$ cat src/rtl/csr_unit.sv
// rtl/csr_unit.sv - machine-mode CSR unit with trap/mret update and irq pending
// Counters, their shadows and mcountinhibit are built only when CSR_COUNTERS_EN is defined.
module csr_unit #(
  parameter int unsigned XLEN      = 32,
  parameter int unsigned CNT_W     = 64,
  parameter logic [31:0] MTVEC_RST = 32'h0000_0000,
  parameter int unsigned HART_ID   = 0
) (
  input  logic            clk,
  input  logic            rst_n,
  input  logic [11:0]     csr_ra_id,
  output logic [XLEN-1:0] csr_rd,
  output logic            csr_ill_id,
  input  logic            csr_wr_intent_id,
  input  logic            csr_we_ex,
  input  logic [1:0]      csr_op_ex,
  input  logic [11:0]     csr_wa_ex,
  input  logic [XLEN-1:0] csr_wd_ex,
  input  logic            trap_en,
  input  logic [XLEN-1:0] trap_cause,
  input  logic [XLEN-1:0] trap_pc,
  input  logic [XLEN-1:0] trap_val,
  input  logic            mret_en,
  input  logic            instret_inc,
  input  logic            irq_timer,
  input  logic            irq_ext,
  output logic [XLEN-1:0] trap_target,
  output logic [XLEN-1:0] mepc_o,
  output logic            irq_pending,
  output logic [XLEN-1:0] mstatus_o
);

  if (XLEN != 32 || CNT_W < 33 || CNT_W > 64) begin : g_bad_param
    $error("csr_unit: XLEN must be 32 and CNT_W within 33..64");
  end

  logic            mie_q, mie_d, mpie_q, mpie_d;
  logic            mtie_q, mtie_d, meie_q, meie_d;
  logic            mtip_q, meip_q, irq_pending_q;
  logic [XLEN-1:0] mtvec_q, mtvec_d, mscratch_q, mscratch_d;
  logic [XLEN-1:0] mepc_q, mepc_d, mcause_q, mcause_d, mtval_q, mtval_d;
  logic [XLEN-1:0] mstatus_val, mie_val, mip_val, wval, tvec_base;
  logic [XLEN:0]   rd_id, old_ex;
  logic            wr_en;

`ifdef CSR_COUNTERS_EN
  logic [CNT_W-1:0] mcycle_q, mcycle_d, minstret_q, minstret_d;
  logic             inh_cy_q, inh_cy_d, inh_ir_q, inh_ir_d;
  logic [63:0]      cyc_ext, ins_ext;

  assign cyc_ext = 64'(mcycle_q);
  assign ins_ext = 64'(minstret_q);
`endif

  assign mstatus_val = {19'b0, 2'b11, 3'b0, mpie_q, 3'b0, mie_q, 3'b0};
  assign mie_val     = {20'b0, meie_q, 3'b0, mtie_q, 7'b0};
  assign mip_val     = {20'b0, meip_q, 3'b0, mtip_q, 7'b0};

  // Returns {implemented, data}; shared by the ID read port and the EX read-modify-write.
  function automatic logic [XLEN:0] csr_read(input logic [11:0] a);
    logic [XLEN:0] r;
    r = {1'b1, {XLEN{1'b0}}};
    case (a)
      12'h300: r[XLEN-1:0] = mstatus_val;
      12'h304: r[XLEN-1:0] = mie_val;
      12'h305: r[XLEN-1:0] = mtvec_q;
      12'h340: r[XLEN-1:0] = mscratch_q;
      12'h341: r[XLEN-1:0] = mepc_q;
      12'h342: r[XLEN-1:0] = mcause_q;
      12'h343: r[XLEN-1:0] = mtval_q;
      12'h344: r[XLEN-1:0] = mip_val;
      12'hF14: r[XLEN-1:0] = XLEN'(HART_ID);
`ifdef CSR_COUNTERS_EN
      12'h320:          r[XLEN-1:0] = {29'b0, inh_ir_q, 1'b0, inh_cy_q};
      12'hB00, 12'hC00: r[XLEN-1:0] = cyc_ext[31:0];
      12'hB80, 12'hC80: r[XLEN-1:0] = cyc_ext[63:32];
      12'hB02, 12'hC02: r[XLEN-1:0] = ins_ext[31:0];
      12'hB82, 12'hC82: r[XLEN-1:0] = ins_ext[63:32];
`endif
      default: r = '0;
    endcase
    return r;
  endfunction

  always_comb begin
    rd_id      = csr_read(csr_ra_id);
    csr_rd     = rd_id[XLEN-1:0];
    csr_ill_id = ~rd_id[XLEN] | (csr_wr_intent_id & (csr_ra_id[11:10] == 2'b11));
  end

  always_comb begin
    old_ex = csr_read(csr_wa_ex);
    case (csr_op_ex)
      2'b10:   wval = old_ex[XLEN-1:0] | csr_wd_ex;
      2'b11:   wval = old_ex[XLEN-1:0] & ~csr_wd_ex;
      default: wval = csr_wd_ex;
    endcase
    wr_en = csr_we_ex & (csr_op_ex != 2'b00) & old_ex[XLEN] & ~trap_en & ~mret_en;
  end

  always_comb begin
    mie_d      = mie_q;
    mpie_d     = mpie_q;
    mtie_d     = mtie_q;
    meie_d     = meie_q;
    mtvec_d    = mtvec_q;
    mscratch_d = mscratch_q;
    mepc_d     = mepc_q;
    mcause_d   = mcause_q;
    mtval_d    = mtval_q;
    if (trap_en) begin
      mepc_d   = {trap_pc[XLEN-1:2], 2'b00};
      mcause_d = trap_cause;
      mtval_d  = trap_val;
      mpie_d   = mie_q;
      mie_d    = 1'b0;
    end else if (mret_en) begin
      mie_d  = mpie_q;
      mpie_d = 1'b1;
    end else if (wr_en) begin
      case (csr_wa_ex)
        12'h300: begin mie_d = wval[3]; mpie_d = wval[7]; end
        12'h304: begin mtie_d = wval[7]; meie_d = wval[11]; end
        12'h305: mtvec_d = {wval[XLEN-1:2], wval[1] ? 2'b00 : wval[1:0]};
        12'h340: mscratch_d = wval;
        12'h341: mepc_d = {wval[XLEN-1:2], 2'b00};
        12'h342: mcause_d = wval;
        12'h343: mtval_d = wval;
        default: ;
      endcase
    end
  end

  always_ff @(posedge clk) begin
    if (!rst_n) begin
      mie_q <= 1'b0; mpie_q <= 1'b0; mtie_q <= 1'b0; meie_q <= 1'b0;
      mtip_q <= 1'b0; meip_q <= 1'b0; irq_pending_q <= 1'b0;
      mtvec_q <= MTVEC_RST; mscratch_q <= '0; mepc_q <= '0;
      mcause_q <= '0; mtval_q <= '0;
    end else begin
      mie_q <= mie_d; mpie_q <= mpie_d; mtie_q <= mtie_d; meie_q <= meie_d;
      mtip_q <= irq_timer; meip_q <= irq_ext;
      irq_pending_q <= mie_q & ((mtie_q & mtip_q) | (meie_q & meip_q));
      mtvec_q <= mtvec_d; mscratch_q <= mscratch_d; mepc_q <= mepc_d;
      mcause_q <= mcause_d; mtval_q <= mtval_d;
    end
  end

`ifdef CSR_COUNTERS_EN
  // A write to either half replaces it and suppresses that counter's increment this cycle.
  always_comb begin
    mcycle_d   = inh_cy_q ? mcycle_q : mcycle_q + CNT_W'(1);
    minstret_d = (instret_inc & ~inh_ir_q) ? minstret_q + CNT_W'(1) : minstret_q;
    inh_cy_d   = inh_cy_q;
    inh_ir_d   = inh_ir_q;
    if (wr_en) begin
      case (csr_wa_ex)
        12'h320: begin inh_cy_d = wval[0]; inh_ir_d = wval[2]; end
        12'hB00: mcycle_d   = CNT_W'({cyc_ext[63:32], wval});
        12'hB80: mcycle_d   = CNT_W'({wval, cyc_ext[31:0]});
        12'hB02: minstret_d = CNT_W'({ins_ext[63:32], wval});
        12'hB82: minstret_d = CNT_W'({wval, ins_ext[31:0]});
        default: ;
      endcase
    end
  end

  always_ff @(posedge clk) begin
    if (!rst_n) begin
      mcycle_q <= '0; minstret_q <= '0; inh_cy_q <= 1'b0; inh_ir_q <= 1'b0;
    end else begin
      mcycle_q <= mcycle_d; minstret_q <= minstret_d;
      inh_cy_q <= inh_cy_d; inh_ir_q <= inh_ir_d;
    end
  end
`endif

  assign tvec_base   = {mtvec_q[XLEN-1:2], 2'b00};
  assign trap_target = (mtvec_q[1:0] == 2'b01 && trap_cause[XLEN-1])
                       ? tvec_base + {{(XLEN-7){1'b0}}, trap_cause[4:0], 2'b00} : tvec_base;
  assign mepc_o      = mepc_q;
  assign mstatus_o   = mstatus_val;
  assign irq_pending = irq_pending_q;

endmodule

$ cat config.mk
export PLATFORM = sky130hd
export DESIGN_NAME = csr_unit
export DESIGN_NICKNAME = d
export VERILOG_FILES = /design/src/rtl/csr_unit.sv
export SDC_FILE = /design/constraint.sdc
export NUM_CORES = 1
export LEC_CHECK = 0
export ABC_AREA = 1
export BUFFER_PORTS_ARGS = -buffer_cell sky130_fd_sc_hd__buf_2
export CAP_MARGIN = 20
export CORE_MARGIN = 10
export CORE_UTILIZATION = 50
export DETAILED_ROUTE_END_ITERATION = 7
export PLACE_DENSITY_LB_ADDON = 0.25
export SYNTH_ARGS = -nofsm -noshare
export SYNTH_HDL_FRONTEND = slang
export SYNTH_SLANG_ARGS = --single-unit
$ cat constraint.sdc
create_clock -name clk -period 6.1 [get_ports clk]
set_clock_uncertainty 0.15 [all_clocks]
set_input_delay 0.61 -clock clk [delete_from_list [all_inputs] [get_ports clk]]
set_output_delay 0.61 -clock clk [all_outputs]
set_load 0.02 [all_outputs]
==> flow_summary.yaml, run 1 <==
outcome:
  status: "finished, final reports clean"
clock_tree:
  post_cts_buffers: 0
  cts_resized: 0
  clock_path_buffers: 2
  cts-hold-fix-buffers: 0
  cts_tree: "built"
  cts-root-buf: "clkbuf_16"
  h-tree-depth: 4
  clk_pin_slew_worst_paths_ns: 0.07
  clock_sinks: 164
  numCtsBuffers: 17
  clk_latency_ns: 0.44
logic_synthesis:
  yosysTopAreaCellShare_pct: 28.7
  yosysWarnings: 0
  yosysSeqAreaShare_pct: 28.7
  synth_cell_type_count: 42
  syn-cell-area_sq_um: 11400
  synth_ff_type: "dfxtp_1"
  ys_ff_latch: 164
  netlist_top_cells_area: "dfxtp_1, nand2_1, nor2_1"
  synth_edf_count: 0
  synth_largest_area_cell: "dfxtp_1"
  synth_area_per_cell_sq_um: 5.81
  async_flop_share_pct: 0
  synthCells: 1968
die:
  core_area_sq_um: 22600
  start_util_pct: 50.7
  dieWidth_um: 171
  die_area_sq_um: 29300
  ios: 293
  die_y_um: 171
  rows: 55
worst_setup_path:
  setup.worst_path.class: "in -> out"
  r2r_start: "mtvec_q[7]"
  crit_required_ns: 5.34
  cp-end-kind: "primary output"
  arrival_ns: 3.44
  reg2reg_to: "mtval_q[7]"
  cp-start-kind: "input pin"
  r2r.worst_path.cells: 10
  crit_fanout: 34
  rrSetupSlack_ns: 4.25
route:
  top_layer: "met4"
  wire_per_inst_um: 18.1
  drtIter0Drc: 1652
  vias_per_cell: 5.48
  ant_nets: 0
  drc_errors: 0
  firstDrtPassIters: 6
  met2_wirelength_mm: 20.0
  met1Wirelength_mm: 17.6
  wl_met3_mm: 5.08
  via_count: 13409
  drt_wl_total_mm: 44.3
layout:
  n_fill_cell: 2391
  multi_input_area_sq_um: 6770
  syn2layout_area_growth_pct: 14.7
  nets: 2316
  fin_util_pct: 58.1
  regArea_sq_um: 3280
  layout-drive-gt1-share_pct: 16.0
timing:
  fmax_mhz: 238
  tightest_slew_ns: 1.02
  tns_ns: 0
  rsz0062_at_grt: "false"
  fin_crit_ns: 4.20
  layout_setup_ws_ns: 1.90
  fin_crit_sh_pct: 68.9
  maxSlewHeadroom_pct: 32.1
  setup_violations: 0
  hold_viol: 0
  finalMaxSlewViolations: 0
grt:
  antenna_found_initial: 1
  gr-usage-all-layers_pct: 29.1
  grt-ovfl-total: 0
  grt_pass1_wl_mm: 67.4
  grt_max_degree: 97
  grt_pass1_vias: 12420
power_and_ir_drop:
  power.total_mw: 2.62
  peakVddDrop_v: 0.000142
  power_density_nw_per_um2: 199
  power.leakage_nw: 6.57
min_path:
  hp-class: "in -> reg"
  holdPathStages: 3
  worstHoldEndpoint: "meip_q"
  hold_start: "irq_ext"
place:
  gp_congestion: 0.936
  pre_cts_ws_ns: 1.89
  io_buffers: 255
  dpl.hpwl_mm: 29.5
flow_run:
  drv_cap: 0
==> layout make-up <==
cell class                      count  area share [%]
Inverter                          194            5.57
Antenna cell                        1          0.0191
Timing Repair Buffer              270            10.7
Clock buffer                       17            3.24
Clock inverter                     14            1.11
Tap cell                          285            2.72
Sequential cell                   164            25.0
Multi-Input combinational cell   1500            51.6
==> cell usage after synthesis, types with 2 or more instances <==
cell and n:
inv_2 11, a31oi_1 17, a21oi_1 82, o22ai_1 28, or2_2 4, nor4_1 2
nor2_1 321, nand3b_1 9, buf_1 7, o211ai_1 21, buf_6 7, dfxtp_1 164
xor2_1 23, nand2_4 3, clkinv_1 2, nand2_2 7, clkbuf_1 55, buf_4 43
ha_1 5, nor2_2 4, nor3_1 16, nand2_1 602, buf_2 28, inv_1 180
nor2_8 2, conb_1 2, nand4_1 14, nor2_4 7, nand3_2 2, o21ai_1 25
clkbuf_2 2, nand3_1 108, o21ai_0 156
==> critical path: stages <==
cell	delay, ns
buf_2	0.75
inv_1	0.21
nor2_1	0.14
nand3_1	0.62
buf_4	0.51
o211ai_1	0.33
buf_2	0.23
==> metal layers <==
metal,track usage (%),vias up
li1,-,6526
met1,37.0,5968
met2,47.0,789
met3,5.84,126
met4,12.8,0
met5,0,-
==> flip-flops by register name (all words and copies together), names as in the netlist <==
signal,count
mcause_q,32
mscratch_q,32
mtval_q,32
mtvec_q,31
mepc_o,30
irq_pending,1
meie_q,1
meip_q,1
mie_q,1
mpie_q,1
mtie_q,1
mtip_q,1
==> cells in the final DEF, fill, tap and decap left out, types with 14 or more instances in the layout <==
cell / Yosys / routed
a21oi_1: 82 / 82
a31oi_1: 17 / 17
buf_2: 28 / 253
buf_4: 43 / 16
clkbuf_16: 0 / 17
conb_1: 2 / 34
dfxtp_1: 164 / 164
inv_1: 180 / 180
nand2_1: 602 / 600
nand3_1: 108 / 108
nand4_1: 14 / 14
nor2_1: 321 / 321
nor3_1: 16 / 16
o211ai_1: 21 / 21
o21ai_0: 156 / 156
o21ai_1: 25 / 25
o22ai_1: 28 / 28
xor2_1: 23 / 23
==> logic make-up after synthesis <==
| logic type | after synthesis | synth area share (%) |
|---|---|---|
| flip-flops | 164 | 28.7 |
| XOR/XNOR | 23 | 1.76 |
| buffers and inverters | 336 | 13.2 |
| adder cells (fa/ha/maj) | 6 | 0.722 |
| AO/OA/AOI/OAI | 332 | 15.6 |
| AND/OR/NAND/NOR | 1105 | 39.9 |
| other | 2 | 0.0657 |
==> where the power goes <==
group | switching (mW) | leakage, nW | internal [mW]
sequential | 0.0364 | 1.34 | 1.12
combinational | 0.260 | 4.95 | 0.126
clock | 0.504 | 0.271 | 0.573
==> worst max-delay path by stage <==
| stage | startpoint | cells after the start | to |
|---|---|---|---|
| finish | csr_ra_id[0] | 7 | csr_rd[19] |
| global placement | csr_wa_ex[3] | 15 | mtval_q[7] |
| CTS | csr_ra_id[0] | 7 | csr_rd[19] |
| detailed placement | csr_wa_ex[3] | 15 | mtval_q[7] |
| global route | csr_ra_id[0] | 9 | csr_rd[21] |
| floorplan | trap_cause[0] | 12 | trap_target[22] |
==> through the flow <==
stage          area, sq um  cells  hold WS (ns)
4_1_cts              13100   2444         0.202
3_5_place_dp         12500   2413         0.306
2_1_floorplan        11600   2000         0.287
5_1_grt              13100   2445         0.219
6_report             13100   2445         0.209
3_3_place_gp         12500   2412         0.300
Power figures use the tool's default switching activity.
==> run 2, diff against run 1 <==
- clock period: 6.1 -> 4 ns (I/O delays scaled with it)
==> run 2 against run 1 <==
Setup slack lost 1.6 ns. Combinational power is 54% higher. Routed wire length grew 0.63%. Core utilization is 0.57 points higher. Sequential power is 53% higher. Non-clock buffer count is 12 higher. Via count decreased by 0.66%. Clock power increased by 57%. Register-to-register slack worse by 2.0 ns. Critical endpoint is now trap_target[22]. Largest power group unchanged.
==> flow_summary.yaml, run 2 (synthesis gave the netlist of run 1 again) <==
layout:
  multi_input_area_sq_um: 6760
  syn2layout_area_growth_pct: 15.8
  n_fill_cell: 2336
  fin_util_pct: 58.7
  layout-drive-gt1-share_pct: 16.4
  nets: 2328
  regArea_sq_um: 3280
  finalInstanceArea_sq_um: 13200
  top_regs: "mcause_q x32, mscratch_q x32, mtval_q x32"
  antennaDiodeCount: 0
  final_cell_mix: "nand2_1, nor2_1, buf_2"
  stdcell_count: 2457
  layout_commonest_cell: "nand2_1"
place:
  gp_congestion: 0.931
  pre_cts_ws_ns: 0.602
  placedCellCount: 2423
  dpl_cell_area_sq_um: 12600
  io_buffers: 255
  dpl.hpwl_mm: 30.4
worst_setup_path:
  arrival_ns: 3.16
  crit_fanout: 4
  r2r_start: "mtvec_q[7]"
  cp-end-kind: "primary output"
  setup.worst_path.start: "mtvec_q[2]"
  slowest_delay_ns: 0.36
  path_cells: "ha_1 -> inv_1 -> fa_1 -> inv_1 -> nand3_1 -> nand2_1 -> a21oi_1 -> or2_2 -> nor2_1 -> nand4_1 -> nor2_1 -> xor2_1 -> buf_2"
  crit_required_ns: 3.45
  cp-start-kind: "register"
  setup.worst_path.class: "reg -> out"
  crit_slowest_cell: "fa_1"
die:
  rows: 55
  die_area_sq_um: 29300
  ios: 293
  core_area_sq_um: 22600
  die_y_um: 171
  start_util_pct: 50.7
  dieWidth_um: 171
route:
  vias_per_cell: 5.42
  drc_errors: 0
  drt_wl_total_mm: 44.6
  ant_nets: 0
  via_count: 13320
  firstDrtPassIters: 6
  drtIter0Drc: 1646
  wire_per_inst_um: 18.2
grt:
  grt_max_degree: 97
  grt_pass1_wl_mm: 67.3
  antenna_found_initial: 0
  grt-ovfl-total: 0
  gr-usage-all-layers_pct: 29.2
  grt_pass1_vias: 12322
min_path:
  hp-class: "in -> reg"
  hold_start: "trap_pc[14]"
power_and_ir_drop:
  power.total_mw: 4.05
  power_density_nw_per_um2: 306
  power.leakage_nw: 6.65
  peakVddDrop_v: 0.000213
timing:
  setup_violations: 0
  fmax_mhz: 270
  tightest_slew_ns: 0.948
  maxSlewHeadroom_pct: 36.8
  hold_viol: 0
  tns_ns: 0
  fin_crit_ns: 3.71
  hold_ws_ns: 0.108
  rsz0062_at_grt: "false"
  layout_setup_ws_ns: 0.295
  fin_crit_sh_pct: 92.6
  finalMaxSlewViolations: 0
clock_tree:
  clock_path_buffers: 2
  clk_latency_ns: 0.43
  numCtsBuffers: 17
  clock_sinks: 164
  cts-root-buf: "clkbuf_16"
  clk_pin_slew_worst_paths_ns: 0.07
  cts_tree: "built"
  post_cts_buffers: 0
  h-tree-depth: 4
outcome:
  status: "finished, final reports clean"
flow_run:
  drv_cap: 0
[run 2: cell count changes in the layout (fill, tap and decap cells not counted)]
cell,before,now
buf_4,16,25
dlygate4sd3_1,0,2
buf_12,1,2
bufinv_16,1,2
clkinv_2,0,1
clkinvlp_4,3,2
diode_2,1,0
inv_6,4,5
inv_8,2,1
nand2_1,600,601
nand2_2,9,8
[run 2: worst paths after layout]
kind	endpoint	slack [ns]	depth (start not counted)
max	trap_target[22]	0.29	13
min	mepc_o[14]	0.11	5
max reg2reg	mcause_q[7]	2.21	10
min reg2reg	mscratch_q[6]	0.32	2
[run 2: final cells by class]
type                       count  area share [%]
clock inverter                15            1.28
tap                          285            2.69
multi-input combinational   1500            51.1
inverter                     194            5.52
timing repair buffer         282            11.4
sequential                   164            24.8
clock buffer                  17            3.21
[run 2: routing by layer]
layer	up-vias	track usage (%)	wire [um]
met1	5885	37.0	17700
met2	756	46.5	20100
met4	0	13.3	1710
met3	127	6.07	5050
met5	-	0	0
li1	6552	-	-
[run 2: critical path: cells and delay by family (launching register included)]
family / cells / cell delay, ns
AO/OA/AOI/OAI: 1 / 0.11
AND/OR/NAND/NOR: 6 / 1.14
adder cells (fa/ha/maj): 2 / 0.54
flip-flops: 1 / 0.34
buffers and inverters: 3 / 0.36
XOR/XNOR: 1 / 0.24
[run 2: report_power, final]
group	switching (mW)	internal [mW]
Sequential	0.0539	1.70
Combinational	0.400	0.195
Clock	0.760	0.937
[run 2: timing repair]
action	in CTS	in global routing
hold buffers	2	0
gates resized for setup	0	0
endpoints found under the setup margin	0	0
hold endpoints to repair	2	0
==> run 3, diff against run 2 <==
- CORE_UTILIZATION: 50 -> 49
- clock period: 4 -> 3.1 ns (I/O delays scaled with it)
==> run 3 against run 2 <==
Sequential power up 29%. The run now ends with negative setup slack left. Hold slack worse by 0.092 ns. Die area up 1.8%. First-iteration DRC count down 12%. Combinational power up 32%. Register-to-register slack worse by 0.81 ns. Final area up 3.5%. Cell count up 2.6%. Clock power up 31%.
==> flow_summary.yaml, run 3 (synthesis gave the netlist of run 1 again) <==
outcome:
  status: "complete, but fails checks"
  violations: "negative setup slack"
route:
  ant_nets: 0
  vias_per_cell: 5.42
  drt_wl_total_mm: 46.1
  wire_per_inst_um: 18.3
  drc_errors: 0
  via_count: 13670
  firstDrtPassIters: 7
  drtIter0Drc: 1442
clock_tree:
  clk_pin_slew_worst_paths_ns: 0.07
  h-tree-depth: 4
  cts-root-buf: "clkbuf_16"
  clock_path_buffers: 2
  clock_sinks: 164
  numCtsBuffers: 17
  cts_tree: "built"
  clk_latency_ns: 0.43
layout:
  antennaDiodeCount: 0
  layout-drive-gt1-share_pct: 18.7
  regArea_sq_um: 3290
  nets: 2365
  finalInstanceArea_sq_um: 13700
  layout_commonest_cell: "nand2_1"
  top_regs: "mcause_q x32, mscratch_q x32, mtval_q x32"
  multi_input_area_sq_um: 6860
  syn2layout_area_growth_pct: 19.8
  stdcell_count: 2521
  final_cell_mix: "nand2_1, nor2_1, buf_2"
  n_fill_cell: 2319
worst_setup_path:
  arrival_ns: 2.69
  path_cells: "ha_4 -> inv_2 -> fa_2 -> inv_2 -> nand3_2 -> nand2_2 -> a21oi_2 -> or2_4 -> nor2_4 -> nand4_1 -> nor2_2 -> nand2_1 -> nand2_1 -> nand2_2 -> buf_6"
  crit_end: "trap_target[26]"
  crit_slowest_cell: "dfxtp_2"
  cp-end-kind: "primary output"
  reg2reg_to: "mepc_o[7]"
  cp-start-kind: "register"
  crit_required_ns: 2.64
  rrSetupSlack_ns: 1.40
  r2r.worst_path.cells: 10
  setup.worst_path.class: "reg -> out"
  r2r_start: "mtvec_q[7]"
  crit_family: "simple AND/OR/NAND/NOR gates"
  path_buf_inv: 3
  crit_fanout: 3
  cp.depth: 15
  slowest_delay_ns: 0.35
  setup.worst_path.start: "mtvec_q[2]"
power_and_ir_drop:
  power.leakage_nw: 6.85
  power.total_mw: 5.28
  power_density_nw_per_um2: 385
  peakVddDrop_v: 0.000289
timing:
  rsz0062_at_grt: "true"
  tightest_slew_ns: 0.998
  maxSlewHeadroom_pct: 33.3
  finalMaxSlewViolations: 0
  hold_viol: 0
  fin_crit_ns: 3.15
  hold_ws_ns: 0.0160
  layout_setup_ws_ns: -0.0498
  fmax_mhz: 317
  fin_crit_sh_pct: 102
  setup_violations: 8
grt:
  antenna_found_initial: 0
  gr-usage-all-layers_pct: 29.2
  grt_max_degree: 97
  grt-ovfl-total: 0
  grt_pass1_vias: 12887
  grt_pass1_wl_mm: 70.9
place:
  dpl_cell_area_sq_um: 12800
  io_buffers: 255
  dpl.hpwl_mm: 32.0
  gp_congestion: 0.954
  placedCellCount: 2474
die:
  die_y_um: 173
  dieWidth_um: 173
  ios: 293
  die_area_sq_um: 29900
  start_util_pct: 50.2
  core_area_sq_um: 22800
  rows: 55
min_path:
  hp-class: "in -> reg"
flow_run:
  drv_cap: 0
[run 3: final cells by class]
| type | count | share of cell area (%) |
|---|---|---|
| clock buffers | 19 | 3.23 |
| repair buffers | 319 | 13.4 |
| multi-input cells | 1500 | 50.1 |
| flip-flops and latches | 164 | 24.0 |
| inverters | 194 | 5.33 |
| clock inverters | 12 | 1.14 |
| well taps | 313 | 2.86 |
[run 3: through the flow]
step | worst slack [ns] | util, % | TNS, ns
6_report | -0.0498 | 60.2 | -0.244
5_1_grt | -0.222 | 60.2 | -1.37
4_1_cts | -0.113 | 59.8 | -0.369
3_5_place_dp | 0.0168 | 56.4 | 0
3_3_place_gp | 0.0524 | 56.4 | 0
2_1_floorplan | 0.331 | - | 0
[run 3: worst reg2reg max path: cells and delay by family (launching register included)]
| family | cells | cell delay (ns) |
|---|---|---|
| compound gates | 1 | 0.20 |
| buf+inv | 1 | 0.13 |
| flops | 1 | 0.50 |
| simple gates | 8 | 0.66 |
[run 3: per-layer routing]
layer,vias up,GRT usage [%],part of all wire (%)
met5,-,0,0
met4,0,13.2,4.2
met2,840,48.0,46
met1,6059,35.6,39
met3,149,6.86,11
li1,6622,-,-
[run 3: what timing repair did]
action,4_1_cts,5_1_grt
setup endpoints to repair,15,19
buffers inserted,12,3
hold buffers,2,0
gates cloned,0,0
endpoints found under the hold margin,2,0
resized for setup,23,17
pin swaps,12,12
[run 3: worst min path at each step]
stage	start	endpoint	depth (start not counted)
detailed placement	mscratch_q[13]	mscratch_q[13]	2
finish	trap_pc[23]	mepc_o[23]	5
floorplan	irq_ext	meip_q	2
global placement	mscratch_q[10]	mscratch_q[10]	2
global route	trap_pc[14]	mepc_o[14]	5
CTS	trap_pc[23]	mepc_o[23]	5
[run 3: power breakdown]
group          internal, mW  switching (mW)  leakage (nW)  total, mW
clock network          1.29           0.936         0.293       2.22
logic                 0.261           0.523          5.21      0.785
registers              2.20          0.0716          1.35       2.27
total                  3.75            1.53          6.85       5.28
